==> config.mk <==
export PLATFORM = sky130hd
export DESIGN_NAME = imem_loader_flat
export DESIGN_NICKNAME = d
export VERILOG_FILES = /design/src/rtl/proc_pkg.sv /design/src/rtl/imem_loader_if.sv /design/src/rtl/imem_word_asm.sv /design/src/rtl/imem_loader.sv /design/src/flat_wrapper.sv
export SDC_FILE = /design/constraint.sdc
export NUM_CORES = 1
export LEC_CHECK = 0
export CAP_MARGIN = 20
export CELL_PAD_IN_SITES_DETAIL_PLACEMENT = 1
export CELL_PAD_IN_SITES_GLOBAL_PLACEMENT = 2
export CORE_ASPECT_RATIO = 1.5
export CORE_MARGIN = 1.5
export CORE_UTILIZATION = 35
export CTS_CLUSTER_SIZE = 40
export DETAILED_ROUTE_END_ITERATION = 10
export DONT_BUFFER_PORTS = 1
export PLACE_DENSITY = 0.65
export SLEW_MARGIN = 10
export SYNTH_ARGS = -nofsm -noshare
export SYNTH_HDL_FRONTEND = slang
export SYNTH_HIERARCHICAL = 1
export SYNTH_SLANG_ARGS = --single-unit
==> constraint.sdc <==
create_clock -name clk -period 4.4 [get_ports clk]
set_input_delay 0.88 -clock clk [delete_from_list [all_inputs] [get_ports clk]]
set_output_delay 0.88 -clock clk [all_outputs]
set_load 0.01 [all_outputs]
==> src/rtl/proc_pkg.sv <==
// rtl/proc_pkg.sv - shared widths, loader state encoding and length check helper
package proc_pkg;

   localparam int WORD_W = 32;
   localparam int BYTE_W = 8;
   localparam int LEN_W  = 16;

   typedef enum logic [2:0] {
      ST_IDLE,
      ST_LEN_LO,
      ST_LEN_HI,
      ST_DATA,
      ST_CHK,
      ST_DONE,
      ST_ERR
   } loader_state_t;

   // A load is legal when it carries at least one word and fits in 2**addr_w words.
   function automatic logic len_in_range(input logic [LEN_W-1:0] n, input int addr_w);
      logic [LEN_W:0] cap;
      cap = (LEN_W+1)'(1) << addr_w;
      return (n != '0) && ({1'b0, n} <= cap);
   endfunction

endpackage

==> src/rtl/imem_loader_if.sv <==
// rtl/imem_loader_if.sv - byte stream in and instruction-memory write port out
interface imem_loader_if
   import proc_pkg::*;
#(
   parameter int ADDR_W = 8
);
   logic              in_valid;
   logic [BYTE_W-1:0] in_data;
   logic              in_ready;
   logic              we;
   logic [ADDR_W-1:0] waddr;
   logic [WORD_W-1:0] wdata;

   modport master (
      output in_valid, in_data,
      input  in_ready, we, waddr, wdata
   );

   modport slave (
      input  in_valid, in_data,
      output in_ready, we, waddr, wdata
   );
endinterface

==> src/rtl/imem_word_asm.sv <==
// rtl/imem_word_asm.sv - packs little-endian bytes into 32-bit words, one registered pulse per word
module imem_word_asm
   import proc_pkg::*;
(
   input  logic              clk,
   input  logic              reset,
   input  logic              clear,
   input  logic              byte_valid,
   input  logic [BYTE_W-1:0] byte_data,
   output logic [1:0]        lane,
   output logic              word_valid,
   output logic [WORD_W-1:0] word
);

   // Lower three bytes of the word under construction; byte 0 ends up in the low lane.
   logic [WORD_W-BYTE_W-1:0] shreg;

   // Lane counter, shift register and registered word/strobe.
   always_ff @(posedge clk or negedge reset) begin
      if (!reset) begin
         lane       <= 2'd0;
         shreg      <= '0;
         word_valid <= 1'b0;
         word       <= '0;
      end else begin
         word_valid <= 1'b0;
         if (clear) begin
            lane  <= 2'd0;
            shreg <= '0;
         end else if (byte_valid) begin
            lane  <= lane + 2'd1;
            shreg <= {byte_data, shreg[WORD_W-BYTE_W-1:BYTE_W]};
            if (lane == 2'd3) begin
               word       <= {byte_data, shreg};
               word_valid <= 1'b1;
            end
         end
      end
   end

endmodule

==> src/rtl/imem_loader.sv <==
// rtl/imem_loader.sv - length-prefixed byte-stream instruction-memory loader (LOADER_CHECKSUM_EN adds trailing XOR byte check)
module imem_loader
   import proc_pkg::*;
#(
   parameter int ADDR_W = 8
) (
   input  logic         clk,
   input  logic         reset,
   input  logic         start,
   imem_loader_if.slave bus,
   output logic         cpu_reset,
   output logic         busy,
   output logic         done,
   output logic         err
);

   localparam logic [LEN_W:0] REM_ONE = (LEN_W+1)'(1);

   loader_state_t     state, state_n;
   logic              hs;
   logic              start_ok;
   logic              data_byte;
   logic              last_byte;
   logic [BYTE_W-1:0] len_lo;
   logic [LEN_W:0]    rem;
   logic [ADDR_W-1:0] addr;
   logic [1:0]        lane;
   logic              word_valid;
   logic [WORD_W-1:0] word;
`ifdef LOADER_CHECKSUM_EN
   logic [BYTE_W-1:0] csum;
`endif

   assign bus.in_ready = (state == ST_LEN_LO) || (state == ST_LEN_HI) ||
                         (state == ST_DATA)   || (state == ST_CHK);
   assign hs        = bus.in_valid && bus.in_ready;
   assign start_ok  = start && ((state == ST_IDLE) || (state == ST_DONE) || (state == ST_ERR));
   assign data_byte = hs && (state == ST_DATA);
   assign last_byte = data_byte && (lane == 2'd3) && (rem == REM_ONE);

   assign bus.we    = word_valid;
   assign bus.wdata = word;
   assign bus.waddr = addr;

   imem_word_asm u_word_asm (
      .clk        (clk),
      .reset      (reset),
      .clear      (start_ok),
      .byte_valid (data_byte),
      .byte_data  (bus.in_data),
      .lane       (lane),
      .word_valid (word_valid),
      .word       (word)
   );

   // Next-state decode.
   always_comb begin
      state_n = state;
      unique case (state)
         ST_IDLE, ST_DONE, ST_ERR: if (start) state_n = ST_LEN_LO;
         ST_LEN_LO: if (hs) state_n = ST_LEN_HI;
         ST_LEN_HI: if (hs) state_n = len_in_range({bus.in_data, len_lo}, ADDR_W) ? ST_DATA : ST_ERR;
`ifdef LOADER_CHECKSUM_EN
         ST_DATA:   if (last_byte) state_n = ST_CHK;
         ST_CHK:    if (hs) state_n = (bus.in_data == csum) ? ST_DONE : ST_ERR;
`else
         ST_DATA:   if (last_byte) state_n = ST_DONE;
`endif
         default:   state_n = ST_IDLE;
      endcase
   end

   // State register; status flags are registered from the next state so they line up with it.
   always_ff @(posedge clk or negedge reset) begin
      if (!reset) begin
         state     <= ST_IDLE;
         cpu_reset <= 1'b1;
         busy      <= 1'b0;
         done      <= 1'b0;
         err       <= 1'b0;
      end else begin
         state     <= state_n;
         cpu_reset <= (state_n != ST_DONE);
         busy      <= (state_n == ST_LEN_LO) || (state_n == ST_LEN_HI) ||
                      (state_n == ST_DATA)   || (state_n == ST_CHK);
         done      <= (state_n == ST_DONE);
         err       <= (state_n == ST_ERR);
      end
   end

   // Length capture, remaining-word count and write address.
   always_ff @(posedge clk or negedge reset) begin
      if (!reset) begin
         len_lo <= '0;
         rem    <= '0;
         addr   <= '0;
      end else begin
         if (hs && (state == ST_LEN_LO)) len_lo <= bus.in_data;
         if (hs && (state == ST_LEN_HI)) begin
            rem <= {1'b0, bus.in_data, len_lo};
         end else if (data_byte && (lane == 2'd3)) begin
            rem <= rem - REM_ONE;
         end
         if (start_ok) begin
            addr <= '0;
         end else if (word_valid) begin
            addr <= addr + ADDR_W'(1);
         end
      end
   end

`ifdef LOADER_CHECKSUM_EN
   // Running XOR of every data byte, compared against the trailing check byte.
   always_ff @(posedge clk or negedge reset) begin
      if (!reset) begin
         csum <= '0;
      end else if (start_ok) begin
         csum <= '0;
      end else if (data_byte) begin
         csum <= csum ^ bus.in_data;
      end
   end
`endif

endmodule
==> src/flat_wrapper.sv <==
// flat-port wrapper written by rule: the top's interface ports become plain ports
module imem_loader_flat import proc_pkg::*;
#(
   parameter int ADDR_W = 8
)
  (clk, reset, start, cpu_reset, busy, done, err, bus_in_valid, bus_in_data, bus_in_ready, bus_we, bus_waddr, bus_wdata);
  imem_loader_if #(.ADDR_W(ADDR_W)) bus_i ();
  input  logic clk;
  input  logic reset;
  input  logic start;
  output logic cpu_reset;
  output logic busy;
  output logic done;
  output logic err;
  input wire logic [$bits(bus_i.in_valid)-1:0] bus_in_valid;
  input wire logic [$bits(bus_i.in_data)-1:0] bus_in_data;
  output wire logic [$bits(bus_i.in_ready)-1:0] bus_in_ready;
  output wire logic [$bits(bus_i.we)-1:0] bus_we;
  output wire logic [$bits(bus_i.waddr)-1:0] bus_waddr;
  output wire logic [$bits(bus_i.wdata)-1:0] bus_wdata;
  assign bus_i.in_valid = bus_in_valid;
  assign bus_i.in_data = bus_in_data;
  assign bus_in_ready = bus_i.in_ready;
  assign bus_we = bus_i.we;
  assign bus_waddr = bus_i.waddr;
  assign bus_wdata = bus_i.wdata;
  imem_loader #(.ADDR_W(ADDR_W)) u_core (.clk(clk), .reset(reset), .start(start), .bus(bus_i), .cpu_reset(cpu_reset), .busy(busy), .done(done), .err(err));
endmodule
==> Yosys cells after proc, flatten, opt, wreduce, memory -nomap -nowiden <==
Cells that the tools add are included.
{ "op_classes": {"add_sub_neg": 3, "n_lt_le_gt_ge": 1, "n_eq_ne": 15, "n_mux": 17, "n_bitwise": 1, "reduce_logical": 23} }
{ "ops": {"columns": ["cell", "n"], "rows": [
  ["$mux W24", 2],
  ["$mux W17", 2],
  ["$eq A3 B3 Y1 const B", 6],
  ["$eq A17 B1 Y1 const B", 1],
  ["$sub A17 B1 Y17 const B", 1],
  ["$le A16 B9 Y1 const B", 1],
  ["$mux W8", 2],
  ["$reduce_bool A16 Y1", 1],
  ["$mux W3", 5],
  ["$eq A3 B2 Y1 const B", 4],
  ["$pmux W3 S4", 1],
  ["$add A8 B1 Y8 const B", 1],
  ["$logic_and A1 B1 Y1", 8],
  ["$logic_or A1 B1 Y1", 8],
  ["$eq A3 B1 Y1 const B", 2],
  ["$reduce_bool A2 Y1", 3],
  ["$mux W2", 2],
  ["$logic_not A3 Y1", 1],
  ["$mux W1", 3],
  ["$ne A3 B3 Y1 const B", 1],
  ["$reduce_and A3 Y1", 1],
  ["$reduce_or A3 Y1", 1],
  ["$add A2 B1 Y2 const B", 1],
  ["$eq A2 B2 Y1 const B", 1],
  ["$not A1 Y1", 1]
]} }
{ "word_totals": {"ff_bits": 99, "word_cells": 72} }

==> Longest topological paths before layout <==
Gate-level depths: netlist (run 1).
{ "logic_depth": {"word_depth": 14, "ltp_mapped": 9} }

==> Cells and area by module <==
The synthesis (run 1) kept the hierarchy.
{ "by_module_without_submodules": {"columns": ["mod", "instances", "cells_each", "area_each_um2", "seq_area_each_um2"], "rows": [
  ["imem_word_asm", 1, 155, 2413.6, 1476.4],
  ["imem_loader", 1, 199, 2043.2, 1002.2]
]} }

==> Least setup slack after synthesis (run 1) <==
OpenSTA, ideal clock, no wires.
{ "synth_path": {"kind": "reg-to-reg", "from": "register u_core.rem[2]", "to": "register u_core.rem[10]", "setup_ns": 0.134, "t_arrival_ns": 2.053, "path_slack_ns": 2.213, "stages_incl_launch_ff": 6, "synth_period_minus_slack_ns": 2.187, "path_cell_list": "dfrtp_1 -> or4_4 -> or4_4 -> or4_1 -> nand3_1 -> o311ai_1"} }
{ "synth_via": {"elab_chain_len": 3} }
{ "synth_lines": {"columns": ["element", "line_no", "source"], "rows": [
  ["from (decl)", "imem_loader.sv:25", "logic [LEN_W:0] rem;"],
  ["from (signal assigned)", "imem_loader.sv:100", "rem <= {1'b0, bus.in_data, len_lo};"],
  ["from (signal assigned)", "imem_loader.sv:102", "rem <= rem - REM_ONE;"],
  ["$sub A17 B1 Y17", "imem_loader.sv:102", null],
  ["$mux W17", "imem_loader.sv:101", "end else if (data_byte && (lane == 2'd3)) begin"],
  ["$mux W17", "imem_loader.sv:99", "if (hs && (state == ST_LEN_HI)) begin"]
]} }
No other way between the ends. The select of a mux whose other input is x is not followed.
A chain may end at the register's enable or synchronous reset.

==> Worst setup path in the final report (run 1) <==
{ "layout_path": {"from": "register u_core.state[2]", "to": "register u_core.u_word_asm.word[7]"} }
{ "layout_via": {"elab_chain_len": 7} }
{ "layout_lines": {"columns": ["element", "line_no", "source"], "rows": [
  ["from (decl)", "imem_loader.sv:19", "loader_state_t state, state_n;"],
  ["from (signal assigned)", "imem_loader.sv:82", "state <= state_n;"],
  ["$eq A3 B1 Y1 / $eq A3 B2 Y1 (equally long branches)", "imem_loader.sv:34", "assign bus.in_ready = (state == ST_LEN_LO) || (state == ST_LEN_HI) ||"],
  ["$logic_or A1 B1 Y1 (2 in a row)", "imem_loader.sv:34", null],
  ["$logic_or A1 B1 Y1", "imem_loader.sv:35", "(state == ST_DATA) || (state == ST_CHK);"],
  ["$logic_and A1 B1 Y1", "imem_loader.sv:36", "assign hs = bus.in_valid && bus.in_ready;"],
  ["$logic_and A1 B1 Y1 *", "imem_loader.sv:38", "assign data_byte = hs && (state == ST_DATA);"],
  ["net u_core.data_byte", "imem_loader.sv:22", "logic data_byte;"],
  ["$reduce_and A3 Y1 (no line) *", null, null],
  ["to (signal assigned)", "imem_word_asm.sv:34", "word <= {byte_data, shreg};"],
  ["to (decl)", "imem_word_asm.sv:12", "output logic [WORD_W-1:0] word"]
]} }
The timed path passes the listed nets; every way through them passes the cells marked *.

==> results.toml, run 1 <==
[detailed_routing]
first_pass_iters = 4
drc_errors = 0
drtAntennaViolNets = 0
vias_per_cell = 5.26
num_vias = 2700
wl_per_cell_um = 19.1
totalWireLength_mm = 9.82
drtIter0Drc = 110

[sta]
hold_violations = 0
max_slew_margin_pct = 55.0
fin_setup_tns_ps = 0
finalSetupViolations = 0
worst_hold_slack_ps = 222
min_period_ps = 2640
finalClockSkew_ps = 8.78
report.final.slew_viol_count = 0
tightest_slew_ps = 675
setup_ws_ps = 1760
rsz0062_at_grt = "no"
final.period_utilization_pct = 59.9
max_freq_mhz = 379

[global_route]
antenna_found_initial = 0
grt_pass1_vias = 2952
grt_max_degree = 100
grt_busiest_layer = "met2"
grt_pass1_wl_mm = 16.4
gr-usage-met1_pct = 21.0
met2_usage_pct = 25.2
track_usage_pct = 16.1
grtUsageMet3_pct = 4.05
overflow = 0

[power]
vdd_drop_max_mv = 0.194
totalPowerFinal_mw = 3.06
p_per_area_nw_per_um2 = 624
p_leak_nw = 2.32

[cells_and_area]
fill_cells = 1315
instances_no_fill = 513
final_area_um2 = 4900
antenna_cells = 0
multi_input_comb_area_um2 = 1860
nets = 368
regArea_um2 = 2480
finish.utilization_pct = 39.4
drive_gt1_share_pct = 19.9
area_growth_pct = 9.97

[cts]
insertion_delay_ps = 350
clk_pin_slew_ps = 70
clockBufferDepth = 2
cts_tree = "built"
cts-htree-levels = 3
cts_made_buffers = 9
cts_resized = 0
clkSinkCount = 99
hold_buffers = 0
root_buffer = "clkbuf_16"
cts_setup_buffers = 0

[synthesis]
yosysUniqueCellTypes = 51
synth_edf_count = 0
synthArstFlopShare_pct = 100
synth.net_count = 370
synth-seq-cells = 99
syn_inst = 354
seq_area_frac_synth_pct = 55.6
yosysWarnings = 6
synth_area_per_cell_um2 = 12.6
syn_area_um2 = 4460
ys.flop_type = "dfrtp_1"

[place]
hpwlAfterDp_mm = 6.43
gp_congestion = 0.799
portBuffers = 0
placed_area_um2 = 4590
dp_slack_ps = 1530
placed_cells_incl_taps = 497

[die]
core-area_um2 = 12400
io_pins = 58
dieWidth_um = 95.1
rows = 50
start_util_pct = 35.8
fp.dieArea_um2 = 13400
die_y_um = 141

[critical_path]
worstPathArrival_ps = 2870
crit_fanout = 33
path_class = "flip-flop to flip-flop"
start_kind = "flip-flop"
endpoint_kind = "flip-flop"
critPathRequiredTime_ps = 4630

[flow_run]
maxCapViolations = 0

[min_path]
worstHoldPathType = "input port to asynchronous set/reset pin"

[status]
outcome = "complete, no violations"
[worst paths after layout]
path / from / cells past startpoint / slack [ps] / to
setup / recovery: u_core/state[2] / 5 / 1760 / u_core/u_word_asm/word[7]
hold / removal: reset / 0 / 220 / u_core/state[0]
setup reg to reg: u_core/state[2] / 5 / 1760 / u_core/u_word_asm/word[7]
hold reg to reg: u_core/u_word_asm/shreg[1] / 1 / 520 / u_core/u_word_asm/word[1]
max in group asynchronous: reset / 0 / 3980 / u_core/rem[7]
min in group clk: u_core/u_word_asm/shreg[1] / 1 / 520 / u_core/u_word_asm/word[1]
[per-layer routing]
| layer | share of wire, % | vias to the layer above |
|---|---|---|
| met3 | 4.1 | 15 |
| met2 | 51 | 47 |
| met4 | 2.0 | 0 |
| met1 | 43 | 1393 |
| met5 | 0 | - |
| li1 | - | 1245 |
[cell usage in the layout, fill, tap and decap left out, types with 2 or more instances in the layout]
cell type and instances:
nand4_1 3, a21oi_1 3, and3_1 2, or4_4 2
o211ai_1 9, mux2_2 11, nand2b_1 3, mux2_4 29
nor4_1 5, xor2_1 10, nor3b_1 2, nor3_1 6
o21ai_0 6, dfrtp_1 98, or4_1 3, buf_4 4
or3_1 3, clkinv_4 3, nor2_1 39, nand2_1 25
o311ai_0 5, xnor2_1 7, and2_1 2, ha_1 4
mux2i_1 26, clkbuf_16 9, nand4b_1 2, a221o_1 2
nand3_1 4, inv_1 6
[worst max-delay path, cell delays in order, from the launching register on]
cell,delay [ps]
dfrtp_1,530
nand4b_1,320
inv_1,100
buf_4,420
nand3b_4,630
mux2_4,500
[layout make-up]
class,count,share of cell area [%]
multi-input combinational,231,38.0
sequential,99,50.6
tap,156,3.98
clock buffer,9,4.60
timing repair buffer,4,0.613
inverter,7,0.536
clock inverter,7,1.71
[sequential cells by signal (all words and copies together) (netlist names)]
register / cells
u_core/bus.waddr: 8
u_core/busy: 1
u_core/cpu_reset: 1
u_core/done: 1
u_core/err: 1
u_core/len_lo: 8
u_core/rem: 17
u_core/state: 3
u_core/u_word_asm/lane: 2
u_core/u_word_asm/shreg: 24
u_core/u_word_asm/word: 32
u_core/u_word_asm/word_valid: 1
[Yosys cell counts, drive strengths merged (4+ instances only)]
library cell  number  area share (%)
o311ai             6             1.2
nor2              39             3.3
xor2              10             2.0
nor3               6            0.67
nand2             25             2.1
ha                 4             1.1
nor4               6             1.2
nand3              4            0.45
dfrtp             98              55
xnor2              7             1.4
o21ai              6            0.67
o211ai             9             1.5
mux2              40              13
inv                7            0.59
buf                8             1.6
clkbuf             9            0.76
or4                5             1.0
or3                4            0.59
mux2i             26             5.8
[where the power goes]
group	total, mW	internal (mW)	switching (mW)
sequential	1.50	1.19	0.315
clock	0.822	0.450	0.372
combinational	0.731	0.380	0.351
total	3.06	2.02	1.04
[logic make-up after synthesis]
group                    Yosys count  share of synthesized area [%]
AO/OA/AOI/OAI                     34                           5.62
AND/OR/NAND/NOR                  110                           13.0
XOR/XNOR                          17                           3.34
buffers and inverters             24                           2.95
multiplexers                      66                           18.4
adder cells (fa/ha/maj)            4                           1.12
flip-flops                        99                           55.6
No activity file was read; power rests on OpenSTA's default activity.
==> inputs of run 2 (changes only) <==
--- a/config.mk
+++ b/config.mk
@@ -14,7 +14,7 @@
 export CTS_CLUSTER_SIZE = 40
 export DETAILED_ROUTE_END_ITERATION = 10
 export DONT_BUFFER_PORTS = 1
-export PLACE_DENSITY = 0.65
+export PLACE_DENSITY = 0.68
 export SLEW_MARGIN = 10
 export SYNTH_ARGS = -nofsm -noshare
 export SYNTH_HDL_FRONTEND = slang
==> constraint.sdc (replaced) <==
create_clock -name clk -period 2.4 [get_ports clk]
set_input_delay 0.48 -clock clk [delete_from_list [all_inputs] [get_ports clk]]
set_output_delay 0.48 -clock clk [all_outputs]
set_load 0.01 [all_outputs]
==> results.toml, run 2 (synthesis results as in run 1) <==
[sta]
finalSetupViolations = 0
rsz0062_at_grt = "no"
hold_violations = 98
min_period_ps = 2280
worst_hold_slack_ps = -169
finalClockSkew_ps = 5.12
report.final.slew_viol_count = 0
tightest_slew_ps = 524
max_slew_margin_pct = 64.7
fin_setup_tns_ps = 0
max_freq_mhz = 438
final.period_utilization_pct = 95.1

[place]
gp_congestion = 0.816
portBuffers = 0
hpwlAfterDp_mm = 6.57

[cells_and_area]
drive_gt1_share_pct = 21.5
final_common_cell = "dfrtp_1"
top_register = "u_core/u_word_asm/word"
nets = 378
finish.utilization_pct = 40.0
area_growth_pct = 11.7
antenna_cells = 0
largestRegisters = "u_core/u_word_asm/word: 32 flops, u_core/u_word_asm/shreg: 24 flops, u_core/rem: 17 flops"
fill_cells = 1330
largest_register_ffs = 32
mostFrequentLayoutCells = "dfrtp_1 (97), nor2_1 (39), mux2_4 (29)"

[cts]
cts_tree = "built"
root_buffer = "clkbuf_16"
cts_made_buffers = 9
clkSinkCount = 99
insertion_delay_ps = 340
clockBufferDepth = 2
cts-htree-levels = 3
clk_pin_slew_ps = 70

[global_route]
track_usage_pct = 16.1
grt_pass1_vias = 3006
grt_max_degree = 100
grt_pass1_wl_mm = 16.5
overflow = 0
antenna_found_initial = 0

[detailed_routing]
num_vias = 2730
drtAntennaViolNets = 0
drtIter0Drc = 131
vias_per_cell = 5.22
totalWireLength_mm = 9.95
wl_per_cell_um = 19.0
first_pass_iters = 4
drc_errors = 0

[critical_path]
slowest_delay_ps = 550
cp_top_family = "simple AND/OR/NAND/NOR gates"
cp_common_cell = "or4_4"
crit_chain = "or4_4 -> or4_4 -> nor4_4 -> o21a_2 -> inv_2 -> o21ba_1"
slowest_stage = "or4_4"
path_buf_inv = 1
worstPathArrival_ps = 2510
start_kind = "flip-flop"
crit_fanout = 5
path_class = "flip-flop to flip-flop"
critPathRequiredTime_ps = 2630
endpoint_kind = "flip-flop"

[die]
die_y_um = 141
rows = 50
io_pins = 58
dieWidth_um = 95.1
fp.dieArea_um2 = 13400
core-area_um2 = 12400
start_util_pct = 35.8

[status]
violations = "negative hold slack"
outcome = "finished with violations"

[power]
vdd_drop_max_mv = 0.489
p_per_area_nw_per_um2 = 1130
p_leak_nw = 2.37

[min_path]
worstHoldPathType = "input port to asynchronous set/reset pin"

[flow_run]
maxCapViolations = 0
## run 2: changes by cell type in the layout (fill, tap and decap cells not counted), sizes merged
| cell | previous run | this run |
|---|---|---|
| clkinv | 3 | 2 |
| clkinvlp | 1 | 0 |
| inv | 9 | 7 |
| buf | 4 | 14 |
| clkbuf | 9 | 13 |
## run 2: worst paths after layout
path | startpoint | endpoint | slack [ps] | depth (start not counted)
max reg2reg | u_core/rem[3] | u_core/busy | 120 | 6
max | u_core/rem[3] | u_core/busy | 120 | 6
min in group clk | bus_in_data[0] | u_core/rem[8] | 270 | 2
min reg2reg | u_core/u_word_asm/shreg[5] | u_core/u_word_asm/word[5] | 520 | 1
max in group asynchronous | reset | u_core/cpu_reset | 2370 | 0
min | reset | u_core/u_word_asm/shreg[11] | -170 | 0
## run 2: cell type report
type / count / area (um^2) / area share [%]
Sequential cell: 99 / 2480 / 49.8
Multi-Input combinational cell: 231 / 1860 / 37.4
Clock buffer: 13 / 250 / 5.03
Tap cell: 156 / 195 / 3.92
Timing Repair Buffer: 14 / 118 / 2.36
Clock inverter: 3 / 47.5 / 0.955
Inverter: 7 / 26.3 / 0.528
## run 2: metal layers
layer	up-vias	global-route usage (%)	part of all wire (%)
li1	1265	-	-
met1	1414	20.9	44
met2	42	25.9	51
met3	9	4.64	4.2
met4	0	4.56	1.3
met5	-	0	0
## run 2: what timing repair did
action / 4_1_cts / 5_1_grt
endpoints found under the hold margin: 99 / 99
setup buffers: 0 / 0
gates resized for setup: 0 / 1
endpoints found under the setup margin: 0 / 2
## run 2: per-stage QoR
stage	cells	total power, mW	cell area, um^2	setup WS [ps]
floorplan	354	3.77	4460	213
global placement	507	4.14	4680	137
detailed placement	507	4.20	4680	116
CTS	523	5.71	4980	98.9
global route	523	5.97	4980	17.8
finish	523	5.64	4980	119
## run 2: power by group
| group | switching [mW] | internal, mW |
|---|---|---|
| clock network | 0.620 | 0.842 |
| logic | 0.717 | 0.741 |
| registers | 0.530 | 2.18 |
==> inputs of run 3 (changes only) <==
--- a/config.mk
+++ b/config.mk
@@ -14,7 +14,7 @@
 export CTS_CLUSTER_SIZE = 40
 export DETAILED_ROUTE_END_ITERATION = 10
 export DONT_BUFFER_PORTS = 1
-export PLACE_DENSITY = 0.68
+export PLACE_DENSITY = 0.65
 export SLEW_MARGIN = 10
 export SYNTH_ARGS = -nofsm -noshare
 export SYNTH_HDL_FRONTEND = slang
==> constraint.sdc (replaced) <==
create_clock -name clk -period 2.79 [get_ports clk]
set_input_delay 0.558 -clock clk [delete_from_list [all_inputs] [get_ports clk]]
set_output_delay 0.558 -clock clk [all_outputs]
set_load 0.01 [all_outputs]
==> results.toml, run 3 (synthesis results as in run 1) <==
[sta]
max_slew_margin_pct = 60.5
max_freq_mhz = 416
finalClockSkew_ps = 8.51
setup_ws_ps = 389
finalSetupViolations = 0
rsz0062_at_grt = "no"
tightest_slew_ps = 588
report.final.slew_viol_count = 0
hold_violations = 98
worst_hold_slack_ps = -91.5
fin_setup_tns_ps = 0
final.period_utilization_pct = 86.1
min_period_ps = 2400

[global_route]
track_usage_pct = 16.2
met2_usage_pct = 25.6
grtUsageMet3_pct = 3.61
grt_max_degree = 100
gr-usage-met1_pct = 21.0
grt_busiest_layer = "met2"
antenna_found_initial = 0
overflow = 0
grt_pass1_vias = 3059
grt_pass1_wl_mm = 16.5

[critical_path]
start_kind = "flip-flop"
slowest_delay_ps = 540
crit_chain = "or4_1 -> or4_1 -> nor4_4 -> o21a_2 -> inv_2 -> o21ba_1"
crit_fanout = 5
endpoint_kind = "flip-flop"
path_buf_inv = 1
worstPathArrival_ps = 2640
slowest_stage = "or4_1"
path_class = "flip-flop to flip-flop"
cp_top_family = "simple AND/OR/NAND/NOR gates"
cp_common_cell = "or4_1"
critPathRequiredTime_ps = 3020

[min_path]
worstHoldPathType = "input port to asynchronous set/reset pin"

[cells_and_area]
area_growth_pct = 10.6
nets = 372
mostFrequentLayoutCells = "dfrtp_1 (98), nor2_1 (39), mux2_4 (29)"
instances_no_fill = 517
fill_cells = 1316
top_register = "u_core/u_word_asm/word"
largest_register_ffs = 32
final_common_cell = "dfrtp_1"
antenna_cells = 0
largestRegisters = "u_core/u_word_asm/word: 32 flops, u_core/u_word_asm/shreg: 24 flops, u_core/rem: 17 flops"
drive_gt1_share_pct = 20.8

[detailed_routing]
drtIter0Drc = 123
totalWireLength_mm = 10.0
first_pass_iters = 4
drtAntennaViolNets = 0
num_vias = 2736
wl_per_cell_um = 19.4
drc_errors = 0
vias_per_cell = 5.29

[place]
placed_cells_incl_taps = 501
dp_slack_ps = 402
portBuffers = 0
gp_congestion = 0.756
hpwlAfterDp_mm = 6.66

[flow_run]
maxCapViolations = 0

[cts]
insertion_delay_ps = 350
cts_made_buffers = 9
clk_pin_slew_ps = 70
root_buffer = "clkbuf_16"
clockBufferDepth = 2
cts-htree-levels = 3
clkSinkCount = 99
cts_tree = "built"

[status]
violations = "negative hold slack"
outcome = "finished with violations"

[die]
start_util_pct = 35.8
io_pins = 58
core-area_um2 = 12400
dieWidth_um = 95.1
fp.dieArea_um2 = 13400
die_y_um = 141
rows = 50

[power]
p_per_area_nw_per_um2 = 969
p_leak_nw = 2.34
vdd_drop_max_mv = 0.318
==> run 3: metrics by stage <==
step / cell area (um^2) / total power [mW] / hold WS [ps] / util, %
2_1_floorplan: 4460 / 3.24 / 262 / -
3_3_place_gp: 4630 / 3.54 / 267 / 37.2
3_5_place_dp: 4630 / 3.60 / 266 / 37.2
4_1_cts: 4930 / 4.86 / -112 / 39.6
5_1_grt: 4930 / 5.10 / -109 / 39.6
6_report: 4930 / 4.78 / -91.5 / 39.6
==> run 3: worst register-to-register path: cells and delay by family, from the launching register on <==
family,cells,cell delay [ps]
AO/OA/AOI/OAI,2,380
flip-flops,1,420
buffers and inverters,1,40
AND/OR/NAND/NOR,3,1440
==> run 3: what timing repair did <==
item / CTS / global route
setup buffers: 0 / 0
hold endpoints to repair: 98 / 98
setup endpoints to repair: 0 / 0
resized for setup: 0 / 0
==> run 3: worst paths after layout <==
path	start	to	slack [ps]	cells past startpoint
min reg2reg	u_core/len_lo[2]	u_core/rem[2]	510	2
max in group asynchronous	reset	u_core/cpu_reset	2700	0
max reg2reg	u_core/rem[10]	u_core/busy	390	6
min	reset	u_core/state[0]	-90	0
min in group clk	bus_in_data[2]	u_core/rem[10]	340	2
max	u_core/rem[10]	u_core/busy	390	6
==> run 3: report_power, final <==
part | total, mW | internal, mW | switching [mW]
Combinational | 1.22 | 0.615 | 0.605
Sequential | 2.34 | 1.88 | 0.460
Clock | 1.22 | 0.630 | 0.591
==> run 3: area by class of cell <==
class                           instances  area [um^2]  share of cell area [%]
Tap cell                              156          195                    3.96
Clock inverter                          7         70.1                    1.42
Clock buffer                            9          225                    4.57
Multi-Input combinational cell        231         1860                    37.8
Sequential cell                        99         2480                    50.3
Timing Repair Buffer                    8         72.6                    1.47
Inverter                                7         26.3                   0.533
==> run 3: per-layer routing <==
metal	wire length, um	vias up
met5	0	-
met4	279	0
met3	471	16
met2	4830	51
met1	4450	1412
li1	-	1257
